<file path="config.mk">
export PLATFORM = sky130hd
export DESIGN_NAME = exe_stage
export DESIGN_NICKNAME = d
export VERILOG_FILES = /design/src/rtl/arm_pkg.sv /design/src/rtl/exe_alu.sv /design/src/rtl/exe_stage.sv
export SDC_FILE = /design/constraint.sdc
export NUM_CORES = 1
export LEC_CHECK = 0
export ABC_AREA = 1
export CAP_MARGIN = 30
export CORE_ASPECT_RATIO = 0.75
export CORE_MARGIN = 2
export CORE_UTILIZATION = 25
export CTS_BUF_LIST = sky130_fd_sc_hd__clkbuf_4 sky130_fd_sc_hd__clkbuf_8 sky130_fd_sc_hd__clkbuf_16
export CTS_CLUSTER_DIAMETER = 60
export DETAILED_ROUTE_END_ITERATION = 7
export GPL_TIMING_DRIVEN = 0
export PLACE_DENSITY = 0.54
export SYNTH_ARGS = -nofsm -noshare
export SYNTH_HDL_FRONTEND = slang
export SYNTH_SLANG_ARGS = --single-unit
</file>
<file path="constraint.sdc">
create_clock -name clk -period 7.38 [get_ports clk]
set_input_delay 1.476 -clock clk [delete_from_list [all_inputs] [get_ports clk]]
set_output_delay 1.476 -clock clk [all_outputs]
set_load 0.05 [all_outputs]
</file>
<file path="src/rtl/arm_pkg.sv">
// Shared definitions for the ARM pipeline: ALU opcodes, shifter types and
// the bit positions of the NZCV status word.
package arm_pkg;

    typedef enum logic [3:0] {
        CMD_MOV = 4'b0001,
        CMD_ADD = 4'b0010,
        CMD_ADC = 4'b0011,
        CMD_SUB = 4'b0100,
        CMD_SBC = 4'b0101,
        CMD_AND = 4'b0110,
        CMD_ORR = 4'b0111,
        CMD_EOR = 4'b1000,
        CMD_MVN = 4'b1001
    } exe_cmd_e;

    typedef enum logic [1:0] {
        SHIFT_LSL = 2'b00,
        SHIFT_LSR = 2'b01,
        SHIFT_ASR = 2'b10,
        SHIFT_ROR = 2'b11
    } shift_type_e;

    localparam int N_BIT = 3;
    localparam int Z_BIT = 2;
    localparam int C_BIT = 1;
    localparam int V_BIT = 0;

endpackage

</file>
<file path="src/rtl/exe_alu.sv">
// Combinational ALU of the execute stage: result plus the NZCV word it would
// write. Logic/move ops and unknown opcodes pass the incoming C and V through.
module exe_alu
    import arm_pkg::*;
(
    input  logic [3:0]  exe_cmd,
    input  logic [31:0] rn,
    input  logic [31:0] val2,
    input  logic        carry_in,
    input  logic        overflow_in,
    output logic [31:0] result,
    output logic [3:0]  nzcv
);

    logic [32:0] sum;
    logic        c_flag;
    logic        v_flag;

    always_comb begin
        sum    = 33'd0;
        result = 32'd0;
        c_flag = carry_in;
        v_flag = overflow_in;
        case (exe_cmd)
            CMD_MOV: result = val2;
            CMD_MVN: result = ~val2;
            CMD_ADD, CMD_ADC: begin
                sum    = {1'b0, rn} + {1'b0, val2}
                         + {32'd0, (exe_cmd == CMD_ADC) & carry_in};
                result = sum[31:0];
                c_flag = sum[32];
                v_flag = (rn[31] == val2[31]) && (sum[31] != rn[31]);
            end
            CMD_SUB, CMD_SBC: begin
                // bit 32 of the 33-bit difference is the borrow; ARM C is its inverse
                sum    = {1'b0, rn} - {1'b0, val2}
                         - {32'd0, (exe_cmd == CMD_SBC) & ~carry_in};
                result = sum[31:0];
                c_flag = ~sum[32];
                v_flag = (rn[31] != val2[31]) && (sum[31] != rn[31]);
            end
            CMD_AND: result = rn & val2;
            CMD_ORR: result = rn | val2;
            CMD_EOR: result = rn ^ val2;
            default: result = 32'd0;
        endcase
        nzcv = {result[31], (result == 32'd0), c_flag, v_flag};
    end

endmodule

</file>
<file path="src/rtl/exe_stage.sv">
// Execute stage: Val2 generation, ALU, NZCV status register, branch target
// adder and the EXE/MEM pipeline register.
module exe_stage
    import arm_pkg::*;
(
    input  logic        clk,
    input  logic        rst,
    input  logic        freeze,
    input  logic        s_update,
    input  logic        branch,
    input  logic        mem_r_en,
    input  logic        mem_w_en,
    input  logic        wb_en,
    input  logic [3:0]  exe_cmd,
    input  logic [31:0] val_rn,
    input  logic [31:0] val_rm,
    input  logic [31:0] pc,
    input  logic [23:0] signed_imm24,
    input  logic [3:0]  dest,
    input  logic        imm,
    input  logic [11:0] shift_operand,
    output logic [3:0]  status,
    output logic        branch_taken,
    output logic [31:0] branch_address,
    output logic        mem_wb_en,
    output logic        mem_mem_r_en,
    output logic        mem_mem_w_en,
    output logic [31:0] mem_alu_res,
    output logic [31:0] mem_val_rm,
    output logic [3:0]  mem_dest
);

    logic [31:0] val2;
    logic [31:0] imm_word;
    logic [63:0] imm_rot;
    logic [63:0] reg_rot;
    logic [4:0]  shamt;
    logic [31:0] alu_res;
    logic [3:0]  alu_nzcv;

    logic [3:0]  status_d, status_q;
    logic        wb_en_d, wb_en_q;
    logic        r_en_d, r_en_q;
    logic        w_en_d, w_en_q;
    logic [31:0] alu_res_d, alu_res_q;
    logic [31:0] val_rm_d, val_rm_q;
    logic [3:0]  dest_d, dest_q;

    // Rotates are taken from the low word of a doubled operand shifted right.
    always_comb begin
        shamt    = shift_operand[11:7];
        imm_word = {24'd0, shift_operand[7:0]};
        imm_rot  = {imm_word, imm_word} >> {shift_operand[11:8], 1'b0};
        reg_rot  = {val_rm, val_rm} >> shamt;
        val2     = val_rm;
        if (mem_r_en | mem_w_en) begin
            val2 = {20'd0, shift_operand};
        end else if (imm) begin
            val2 = imm_rot[31:0];
        end else begin
            case (shift_type_e'(shift_operand[6:5]))
                SHIFT_LSL: val2 = val_rm << shamt;
                SHIFT_LSR: val2 = val_rm >> shamt;
                SHIFT_ASR: val2 = 32'($signed(val_rm) >>> shamt);
                SHIFT_ROR: val2 = reg_rot[31:0];
                default:   val2 = val_rm;
            endcase
        end
    end

    exe_alu u_alu (
        .exe_cmd     (exe_cmd),
        .rn          (val_rn),
        .val2        (val2),
        .carry_in    (status_q[C_BIT]),
        .overflow_in (status_q[V_BIT]),
        .result      (alu_res),
        .nzcv        (alu_nzcv)
    );

    assign branch_taken   = branch;
    assign branch_address = pc + {{6{signed_imm24[23]}}, signed_imm24, 2'b00};

    always_comb begin
        status_d  = status_q;
        wb_en_d   = wb_en_q;
        r_en_d    = r_en_q;
        w_en_d    = w_en_q;
        alu_res_d = alu_res_q;
        val_rm_d  = val_rm_q;
        dest_d    = dest_q;
        if (!freeze) begin
            if (s_update) begin
                status_d = alu_nzcv;
            end
            wb_en_d   = wb_en;
            r_en_d    = mem_r_en;
            w_en_d    = mem_w_en;
            alu_res_d = alu_res;
            val_rm_d  = val_rm;
            dest_d    = dest;
        end
    end

    always_ff @(posedge clk) begin
        if (rst) begin
            status_q  <= 4'd0;
            wb_en_q   <= 1'b0;
            r_en_q    <= 1'b0;
            w_en_q    <= 1'b0;
            alu_res_q <= 32'd0;
            val_rm_q  <= 32'd0;
            dest_q    <= 4'd0;
        end else begin
            status_q  <= status_d;
            wb_en_q   <= wb_en_d;
            r_en_q    <= r_en_d;
            w_en_q    <= w_en_d;
            alu_res_q <= alu_res_d;
            val_rm_q  <= val_rm_d;
            dest_q    <= dest_d;
        end
    end

    assign status       = status_q;
    assign mem_wb_en    = wb_en_q;
    assign mem_mem_r_en = r_en_q;
    assign mem_mem_w_en = w_en_q;
    assign mem_alu_res  = alu_res_q;
    assign mem_val_rm   = val_rm_q;
    assign mem_dest     = dest_q;

endmodule
</file>
==> results of run 1 <==
==> what timing repair did <==
item | in CTS | in global routing
endpoints found under the hold margin | 0 | 0
pin swaps | 0 | 1
setup buffers | 0 | 1
resized for setup | 8 | 45
endpoints found under the setup margin | 2 | 15
==> layout by cell type (no fill, tap or decap), types with 11 or more instances in the layout <==
cell type and n:
nor3_1 27, inv_1 284, a31oi_1 11, or2_2 17
buf_2 27, o22ai_1 22, nand2_2 19, o211ai_1 29
xnor2_1 13, nand4_1 23, buf_1 15, nor2_1 283
o21ai_1 41, buf_4 18, nand3_2 20, a221oi_1 11
buf_6 16, clkbuf_1 38, o21ai_0 191, nand3_1 393
clkdlybuf4s50_1 242, a21oi_1 186, nand2_1 700, ha_1 148
dfxtp_1 75, xor2_1 23
==> routing by layer <==
metal | vias to the layer above | wire length (um) | GRT usage [%] | part of all wire (%)
met5 | - | 151 | 0 | 0.18
met4 | 8 | 1500 | 5.57 | 1.8
met3 | 81 | 10800 | 7.59 | 13
met2 | 1167 | 31400 | 34.6 | 38
met1 | 9537 | 38700 | 38.4 | 47
li1 | 9737 | - | - | -
==> sequential cells by signal (all words and copies together), names as in the netlist <==
register      flops
mem_dest          4
mem_wb_en         1
mem_val_rm       32
mem_mem_w_en      1
status            4
mem_alu_res      32
mem_mem_r_en      1
==> cells in the mapped netlist (17+ instances only) <==
library cell | instances | area share, %
nand3_2 | 19 | 1.2
nor2_1 | 289 | 7.1
dfxtp_1 | 75 | 9.8
buf_2 | 37 | 1.2
or2_2 | 17 | 0.70
clkbuf_1 | 42 | 1.0
nand4_1 | 23 | 0.94
a21oi_1 | 189 | 6.2
o21ai_0 | 197 | 6.4
nand2_2 | 17 | 0.70
inv_1 | 285 | 7.0
o211ai_1 | 29 | 1.4
nand3_1 | 395 | 13
o21ai_1 | 35 | 1.1
o22ai_1 | 22 | 0.90
nor3_1 | 28 | 0.92
nand2_1 | 702 | 17
buf_1 | 18 | 0.44
ha_1 | 148 | 12
xor2_1 | 23 | 1.3
==> cell type report <==
cell class | count | share of cell area, %
well taps | 800 | 5.21
flip-flops and latches | 75 | 7.82
multi-input cells | 2257 | 62.6
clock inverters | 5 | 0.195
inverters | 299 | 5.91
clock buffers | 11 | 1.28
diodes | 2 | 0.0261
plain buffers | 128 | 3.95
repair buffers | 249 | 13.0
==> power by group <==
part	switching (W)	leakage (nW)	total [W]	internal, W
Clock	0.000198	0.136	0.000439	0.000242
Combinational	0.00120	8.51	0.00175	0.000552
Sequential	0.0000172	0.622	0.000452	0.000435
Total	0.00141	9.26	0.00264	0.00123
==> stage by stage <==
| step | area (sq um) | instances |
|---|---|---|
| finish | 19200 | 3826 |
| global route | 19200 | 3824 |
| floorplan | 15300 | 2759 |
| global placement | 18800 | 3805 |
| CTS | 19100 | 3822 |
| detailed placement | 18800 | 3806 |
==> kinds of logic (layout without fill, tap and decap cells) <==
kind of cell	count (synthesis)	count (layout)	synth area share, %
buffers and inverters	427	692	12.1
AO/OA/AOI/OAI	546	546	20.0
adder cells (fa/ha/maj)	153	153	12.8
flip-flops	75	75	9.81
XOR/XNOR	36	36	2.06
AND/OR/NAND/NOR	1520	1520	43.1
other	0	2	0
multiplexers	2	2	0.131
==> tightest hold or removal path, cell delays in order (launching register included) <==
cell	delay (ps)
dfxtp_1	320
nor2_1	50
nor2_1	80
==> worst paths after layout <==
check | endpoint | slack, ps
hold reg to reg | mem_val_rm[0] | 480
setup reg to reg | status[2] | 2740
hold / removal | mem_val_rm[0] | 480
setup / recovery | status[2] | 240
==> results.cfg, run 1 <==
[run_status]
outcome = complete, no violations

[floorplan]
fp.dieW_um = 290
boundaryPins = 257
initial_core_util_pct = 25.3
dieArea_sq_um = 63200
die_y_um = 218
core_region_area_sq_um = 60500
rows = 78

[grt]
grtUsageTotal_pct = 25.5
overflow = 0
antenna_found_initial = 4
grt_pass1_wl_mm = 120
grt_max_degree = 14
grt_pass1_vias = 18500

[setup_path]
arrival_ps = 7440
cp-end-kind = flop
path_class = input pin to flop
r2r_start = status[1]
r2r_cells = 24
crit_family = simple AND/OR/NAND/NOR gates
path_depth = 34
crit_buf_inv = 4
critPathRequiredTime_ps = 7680
startpoint_type = input pin
cpPeakStageDelay_ps = 650
slowest_stage = clkdlybuf4s50_1
crit_top_cell = nand2_1
crit_path_start = val_rm[3]
cp_max_fo = 4

[sta]
worst-slew-pin-transition_ps = 1090
slew_headroom_pct = 27.3
fin_crit_ps = 7140
fmax_mhz = 140
setup_tns_ps = 0
setup_viol = 0
finalClockSkew_ps = 7.66
hold_viol = 0
slew_violations = 0
rsz0062_at_grt = true
fin_crit_sh_pct = 96.8
setup_slack_ps = 236
timing.hold.ws_ps = 481

[final_layout]
finish.utilization_pct = 31.7
area_delta_synth_final_pct = 25.6
nets = 3321
drive_above_1_share_pct = 6.08
multi_input_area_sq_um = 12000
nFillCells = 6949
register_area_sq_um = 1500

[min_path]
min_from = mem_val_rm[0]
whs_path_depth = 2
holdCritPathClass = flop to flop

[synth]
yosysUniqueCellTypes = 59
syn_area_sq_um = 15300
synth_warnings = 0
ys.flop_type = dfxtp_1
syn_nets = 3061
async_flop_share_pct = 0
synth_edf_count = 0
seq_area_frac_synth_pct = 9.81
avgSynthCellArea_sq_um = 5.54
netlist_instances = 2759
synth_seq_cells = 75

[cts]
cts_tree = yes
path_clk_slew_ps = 60
insertion_delay_ps = 360
cts_hold_buf = 0
clkSinkCount = 75
cts_root_buf = clkbuf_16
cts_max_level = 3
cts_buffers = 9
clk_path_buf_depth = 2

[placement]
hpwl_mm = 68.9
finalWeightedCongestion = 1.03
io_buffers = 246
post-place-ws_ps = -630

[power]
p_leak_nw = 9.26
vdd_ir_drop_max_mv = 0.114
total_power_w = 0.00264
cellPowerDensity_nw_per_um2 = 137

[drt]
vias = 20500
dr.first_iter.drc_count = 2679
ant_nets = 0
firstDrtPassIters = 5
wl_per_cell_um = 21.6
drc = 0
wl_mm = 82.7
vias_per_cell = 5.37

[run]
maxCapViolations = 0
Power figures use the tool's default switching activity.
==> inputs of run 2 (changes only) <==
--- a/config.mk
+++ b/config.mk
@@ -14,7 +14,8 @@
 export CTS_CLUSTER_DIAMETER = 60
 export DETAILED_ROUTE_END_ITERATION = 7
 export GPL_TIMING_DRIVEN = 0
-export PLACE_DENSITY = 0.54
+export PLACE_DENSITY = 0.53
 export SYNTH_ARGS = -nofsm -noshare
 export SYNTH_HDL_FRONTEND = slang
+export SYNTH_HIERARCHICAL = 1
 export SYNTH_SLANG_ARGS = --single-unit
==> run 2 against run 1 <==
Net effect: combinational power rose by 7%; register-to-register slack improved by 240 ps; clock power grew 9.8%; largest cell class unchanged.
==> results.cfg, run 2 <==
[synth]
synthTopCellsByArea = nand2_1 (25%), nand3_1 (14%), ha_1 (12%)
netlist_instances = 3228
synth_seq_cells = 75
avgSynthCellArea_sq_um = 5.22
syn_area_sq_um = 16900
ys.flop_type = dfxtp_1
yosysUniqueCellTypes = 53
syn_nets = 3537
synth_warnings = 6
seq_area_frac_synth_pct = 8.91
synth_edf_count = 0
async_flop_share_pct = 0
yosys-top-cells-count = nand2_1 (1129), nand3_1 (487), inv_1 (410), nor2_1 (243), a21oi_1 (221)
synth_most_common_cell = nand2_1
synth_top_area_share_pct = 25.1
synth_top_area_cell = nand2_1

[placement]
post-place-ws_ps = -696
place_inst = 4356
finalWeightedCongestion = 0.988
place_area_sq_um = 20400
io_buffers = 245
hpwl_mm = 82.0

[cts]
cts_tree = yes
clkSinkCount = 75
clk_path_buf_depth = 2
cts_buffers = 9
cts_max_level = 3
insertion_delay_ps = 380
cts_setup_buffers = 0
path_clk_slew_ps = 70
cts_root_buf = clkbuf_16

[setup_path]
crit_top_cell = nand2_1
cp-end-kind = flop
cpPeakStageDelay_ps = 530
slowest_stage = a21oi_2
path_class = input pin to flop
critPathRequiredTime_ps = 7700
arrival_ps = 7500
cp_max_fo = 10
startpoint_type = input pin

[final_layout]
nets = 3794
fin_cells = 4373
layout_commonest_cell = nand2_1
layout_common_cells = nand2_1 (1129), nand3_1 (486), inv_1 (410)
fin_area_sq_um = 20800
area_delta_synth_final_pct = 23.5
drive_above_1_share_pct = 4.76

[drt]
dr.first_iter.drc_count = 2944
wl_per_cell_um = 22.1
firstDrtPassIters = 6
ant_nets = 0
vias = 22700
wl_mm = 96.7
vias_per_cell = 5.20
drc = 0

[run]
maxCapViolations = 0

[floorplan]
dieArea_sq_um = 69500
rows = 82
fp.dieW_um = 304
die_y_um = 229
core_region_area_sq_um = 66800
boundaryPins = 257
initial_core_util_pct = 25.2

[sta]
hold_viol = 0
timing.hold.ws_ps = 457
worst-slew-pin-transition_ps = 910
slew_violations = 0
setup_viol = 0
fmax_mhz = 139
finalClockSkew_ps = 7.77
fin_crit_sh_pct = 97.4
setup_slack_ps = 192
slew_headroom_pct = 39.4
fin_crit_ps = 7190

[grt]
grt_max_degree = 14
grt_pass1_wl_mm = 139
grt_pass1_vias = 20500
gr-max-usage-layer = met1
met2_usage_pct = 37.3
overflow = 0
grt.met3_usage_pct = 6.91
grtUsageTotal_pct = 26.9
antenna_found_initial = 1
gr-usage-met1_pct = 41.2

[power]
vdd_ir_drop_max_mv = 0.0814
p_leak_nw = 10.4
total_power_w = 0.00279
cellPowerDensity_nw_per_um2 = 134

[run_status]
outcome = complete, no violations

[min_path]
holdCritPathClass = flop to flop
==> run 2: changes by cell type in the layout (fill, tap and decap cells not counted), moves of 28 or more <==
| cell | previous run | this run |
|---|---|---|
| a21oi_1 | 186 | 214 |
| o21ai_1 | 41 | 13 |
| nand3_1 | 393 | 486 |
| o21ai_0 | 191 | 88 |
| nor2_1 | 283 | 240 |
| nand2_1 | 700 | 1129 |
| inv_1 | 284 | 410 |
==> run 2: path summary, 6_finish.rpt <==
kind / start / slack (ps) / endpoint / cells past startpoint
worst max register to register: status[1] / 2980 / status[2] / 27
worst min register to register: mem_val_rm[12] / 460 / mem_val_rm[12] / 2
worst max-delay path: shift_operand[9] / 190 / status[2] / 29
worst min-delay path: mem_val_rm[12] / 460 / mem_val_rm[12] / 2
==> run 2: per-stage QoR <==
step           util, %  TNS (ps)
3_5_place_dp      30.6     -1210
3_3_place_gp      30.6     -1430
5_1_grt           31.2     -47.8
6_report          31.2         0
4_1_cts           31.1         0
2_1_floorplan        -         0
==> run 2: layout make-up <==
class / instances / area (sq um)
antenna: 1 / 2.50
buffer: 131 / 711
clock buffer: 11 / 246
clock inverter: 5 / 61.3
fill: 7699 / 46000
inverter: 425 / 1610
multi-input combinational: 2597 / 13100
sequential: 75 / 1500
tap: 882 / 1100
timing repair buffer: 246 / 2470
==> run 2: metal layers <==
metal,up-vias,part of all wire [%]
met1,10500,48
met2,1212,39
met4,0,1.2
met3,86,12
li1,11000,-
met5,-,0
==> run 2: what timing repair did <==
item                       in CTS  in global routing
hold buffers                    0                  0
setup endpoints to repair       1                  3
gates cloned                    0                  0
resized for setup               4                 28
pin swaps                       0                  1
==> run 2: power by group <==
| group | internal (W) | switching, W | total (W) |
|---|---|---|---|
| clock | 0.000276 | 0.000206 | 0.000482 |
| sequential | 0.000429 | 0.0000126 | 0.000441 |
| combinational | 0.000565 | 0.00130 | 0.00187 |
| total | 0.00127 | 0.00152 | 0.00279 |
==> run 2: kinds of logic after synthesis <==
| kind of cell | count (synthesis) | share of synthesized area [%] |
|---|---|---|
| buf+inv | 556 | 13.6 |
| fa+ha+maj | 160 | 12.1 |
| compound gates | 444 | 14.8 |
| xor+xnor | 28 | 1.45 |
| simple gates | 1965 | 49.1 |
| flops | 75 | 8.91 |
==> run 2: worst max-delay path: cells and delay by family <==
kind                     cells  cell delay (ps)
AND/OR/NAND/NOR             19             2700
buffers and inverters        4             1240
AO/OA/AOI/OAI                4             1140
adder cells (fa/ha/maj)      2              910
==> inputs of run 3 (changes only) <==
--- a/config.mk
+++ b/config.mk
@@ -14,8 +14,7 @@
 export CTS_CLUSTER_DIAMETER = 60
 export DETAILED_ROUTE_END_ITERATION = 7
 export GPL_TIMING_DRIVEN = 0
-export PLACE_DENSITY = 0.53
 export SYNTH_ARGS = -nofsm -noshare
 export SYNTH_HDL_FRONTEND = slang
-export SYNTH_HIERARCHICAL = 1
 export SYNTH_SLANG_ARGS = --single-unit
+export TNS_END_PERCENT = 100
==> run 3 against run 2 <==
Net effect: sequential share of layout area grew 0.62 points; first-iteration DRC count down 10%; global-route usage shrank 2.5 points; cell area is 7.9% lower; register-to-register slack worse by 380 ps.
==> results.cfg, run 3 (synthesis gave the netlist of run 1 again) <==
[setup_path]
crit_top_cell = nand2_1
cp_max_fo = 10
crit_buf_inv = 6
crit_family = simple AND/OR/NAND/NOR gates
r2r_slack_ps = 2600
r2r_start = status[1]
reg2reg_to = status[2]
arrival_ps = 7580
startpoint_type = input pin
cpPeakStageDelay_ps = 510
critPathRequiredTime_ps = 7680
slowest_stage = clkdlybuf4s50_1
r2r_cells = 26
cp-end-kind = flop
path_class = input pin to flop

[run_status]
outcome = complete, no violations

[placement]
post-place-ws_ps = -653
hpwl_mm = 65.9
place_area_sq_um = 18800
place_inst = 3805
finalWeightedCongestion = 1.06
io_buffers = 246

[drt]
wl_per_cell_um = 20.7
firstDrtPassIters = 6
vias = 20600
drc = 0
dr.first_iter.drc_count = 2647
wl_mm = 79.0
vias_per_cell = 5.39
ant_nets = 0

[grt]
grt_pass1_wl_mm = 117
grt_pass1_vias = 18900
grt_max_degree = 15
antenna_found_initial = 3
overflow = 0
grtUsageTotal_pct = 24.4

[sta]
slew_headroom_pct = 29.8
setup_tns_ps = 0
worst-slew-pin-transition_ps = 1050
slew_violations = 0
rsz0062_at_grt = true
finalClockSkew_ps = 7.14
setup_viol = 0
hold_viol = 0
fmax_mhz = 137
fin_crit_sh_pct = 98.6
setup_slack_ps = 99.8
fin_crit_ps = 7280

[floorplan]
dieArea_sq_um = 63200
fp.dieW_um = 290
rows = 78
initial_core_util_pct = 25.3
die_y_um = 218
boundaryPins = 257
core_region_area_sq_um = 60500

[final_layout]
drive_above_1_share_pct = 5.69
fin_area_sq_um = 19200
layout_commonest_cell = nand2_1
layout_common_cells = nand2_1 (701), nand3_1 (394), nor2_1 (287)
fin_cells = 3823
nets = 3318
area_delta_synth_final_pct = 25.3
finish.utilization_pct = 31.7

[cts]
cts_tree = yes
clkSinkCount = 75
cts_root_buf = clkbuf_16
cts_setup_buffers = 0
clk_path_buf_depth = 2
path_clk_slew_ps = 70
cts_max_level = 3
cts_hold_buf = 0
insertion_delay_ps = 360
cts_buffers = 9

[min_path]
worst_hold_path.endpoint = mem_val_rm[8]
holdCritPathClass = flop to flop
whs_path_depth = 2
min_from = mem_val_rm[8]

[run]
maxCapViolations = 0

[power]
vdd_ir_drop_max_mv = 0.117
cellPowerDensity_nw_per_um2 = 140
p_leak_nw = 9.26
clock_power_share_pct = 19.0
switching_share_pct = 51.8
combPwrFrac_pct = 64.2
intPower_w = 0.00129
pwr-share-seq_pct = 16.9
switching_power_w = 0.00139
[run 3: changes by cell type in the layout (fill, tap and decap cells not counted), moves of 16 or more]
cell,change
nand2_1,-428
o21ai_0,+104
a21oi_1,-27
o21ai_1,+27
buf_2,-18
nor2_1,+47
nand3_2,+16
inv_1,-125
nand3_1,-92
o22ai_1,-20
[run 3: power groups by stage]
stage / registers, W / clock network [W] / logic (W)
detailed placement: 0.000461 / 0 / 0.00166
finish: 0.000451 / 0.000507 / 0.00172
CTS: 0.000452 / 0.000521 / 0.00167
global route: 0.000454 / 0.000536 / 0.00185
floorplan: 0.000559 / 0 / 0.000974
global placement: 0.000460 / 0 / 0.00166
[run 3: worst min-delay path, cell delays in order (launching register included)]
cell     delay [ps]
dfxtp_1         320
nor2_1           50
nor2_1           80
[run 3: how the worst max path moves through the flow]
stage	start	cells past startpoint	end
final	shift_operand[9]	38	status[2]
after global routing	shift_operand[9]	38	status[2]
after CTS	shift_operand[11]	31	status[2]
after detailed placement	shift_operand[9]	33	status[2]
after global placement	shift_operand[9]	34	status[2]
after floorplan	shift_operand[8]	39	status[2]
[run 3: area by class of cell]
type / instances / area (sq um)
fillers: 6860 / 41300
inverters: 299 / 1130
plain buffers: 128 / 747
multi-input cells: 2257 / 12000
clock inverters: 6 / 95.1
repair buffers: 246 / 2470
flip-flops and latches: 75 / 1500
diodes: 2 / 5.00
clock buffers: 10 / 239
well taps: 800 / 1000
[run 3: what timing repair did]
item	in CTS	in global routing
resized for setup	8	26
endpoints found under the setup margin	2	12
endpoints found under the hold margin	0	0
pin swaps	0	0
[run 3: routing by layer]
metal  share of wire, %  track usage (%)  vias up
li1                   -                -     9738
met3                 13             6.33      111
met4                2.3             5.93        6
met2                 39             34.7     1230
met5               0.11                0        -
met1                 46             36.1     9535
[run 3: through the flow]
stage,hold slack [ps],power (W)
finish,479,0.00268
global route,501,0.00284
CTS,480,0.00264
detailed placement,468,0.00212
global placement,463,0.00212
floorplan,469,0.00153
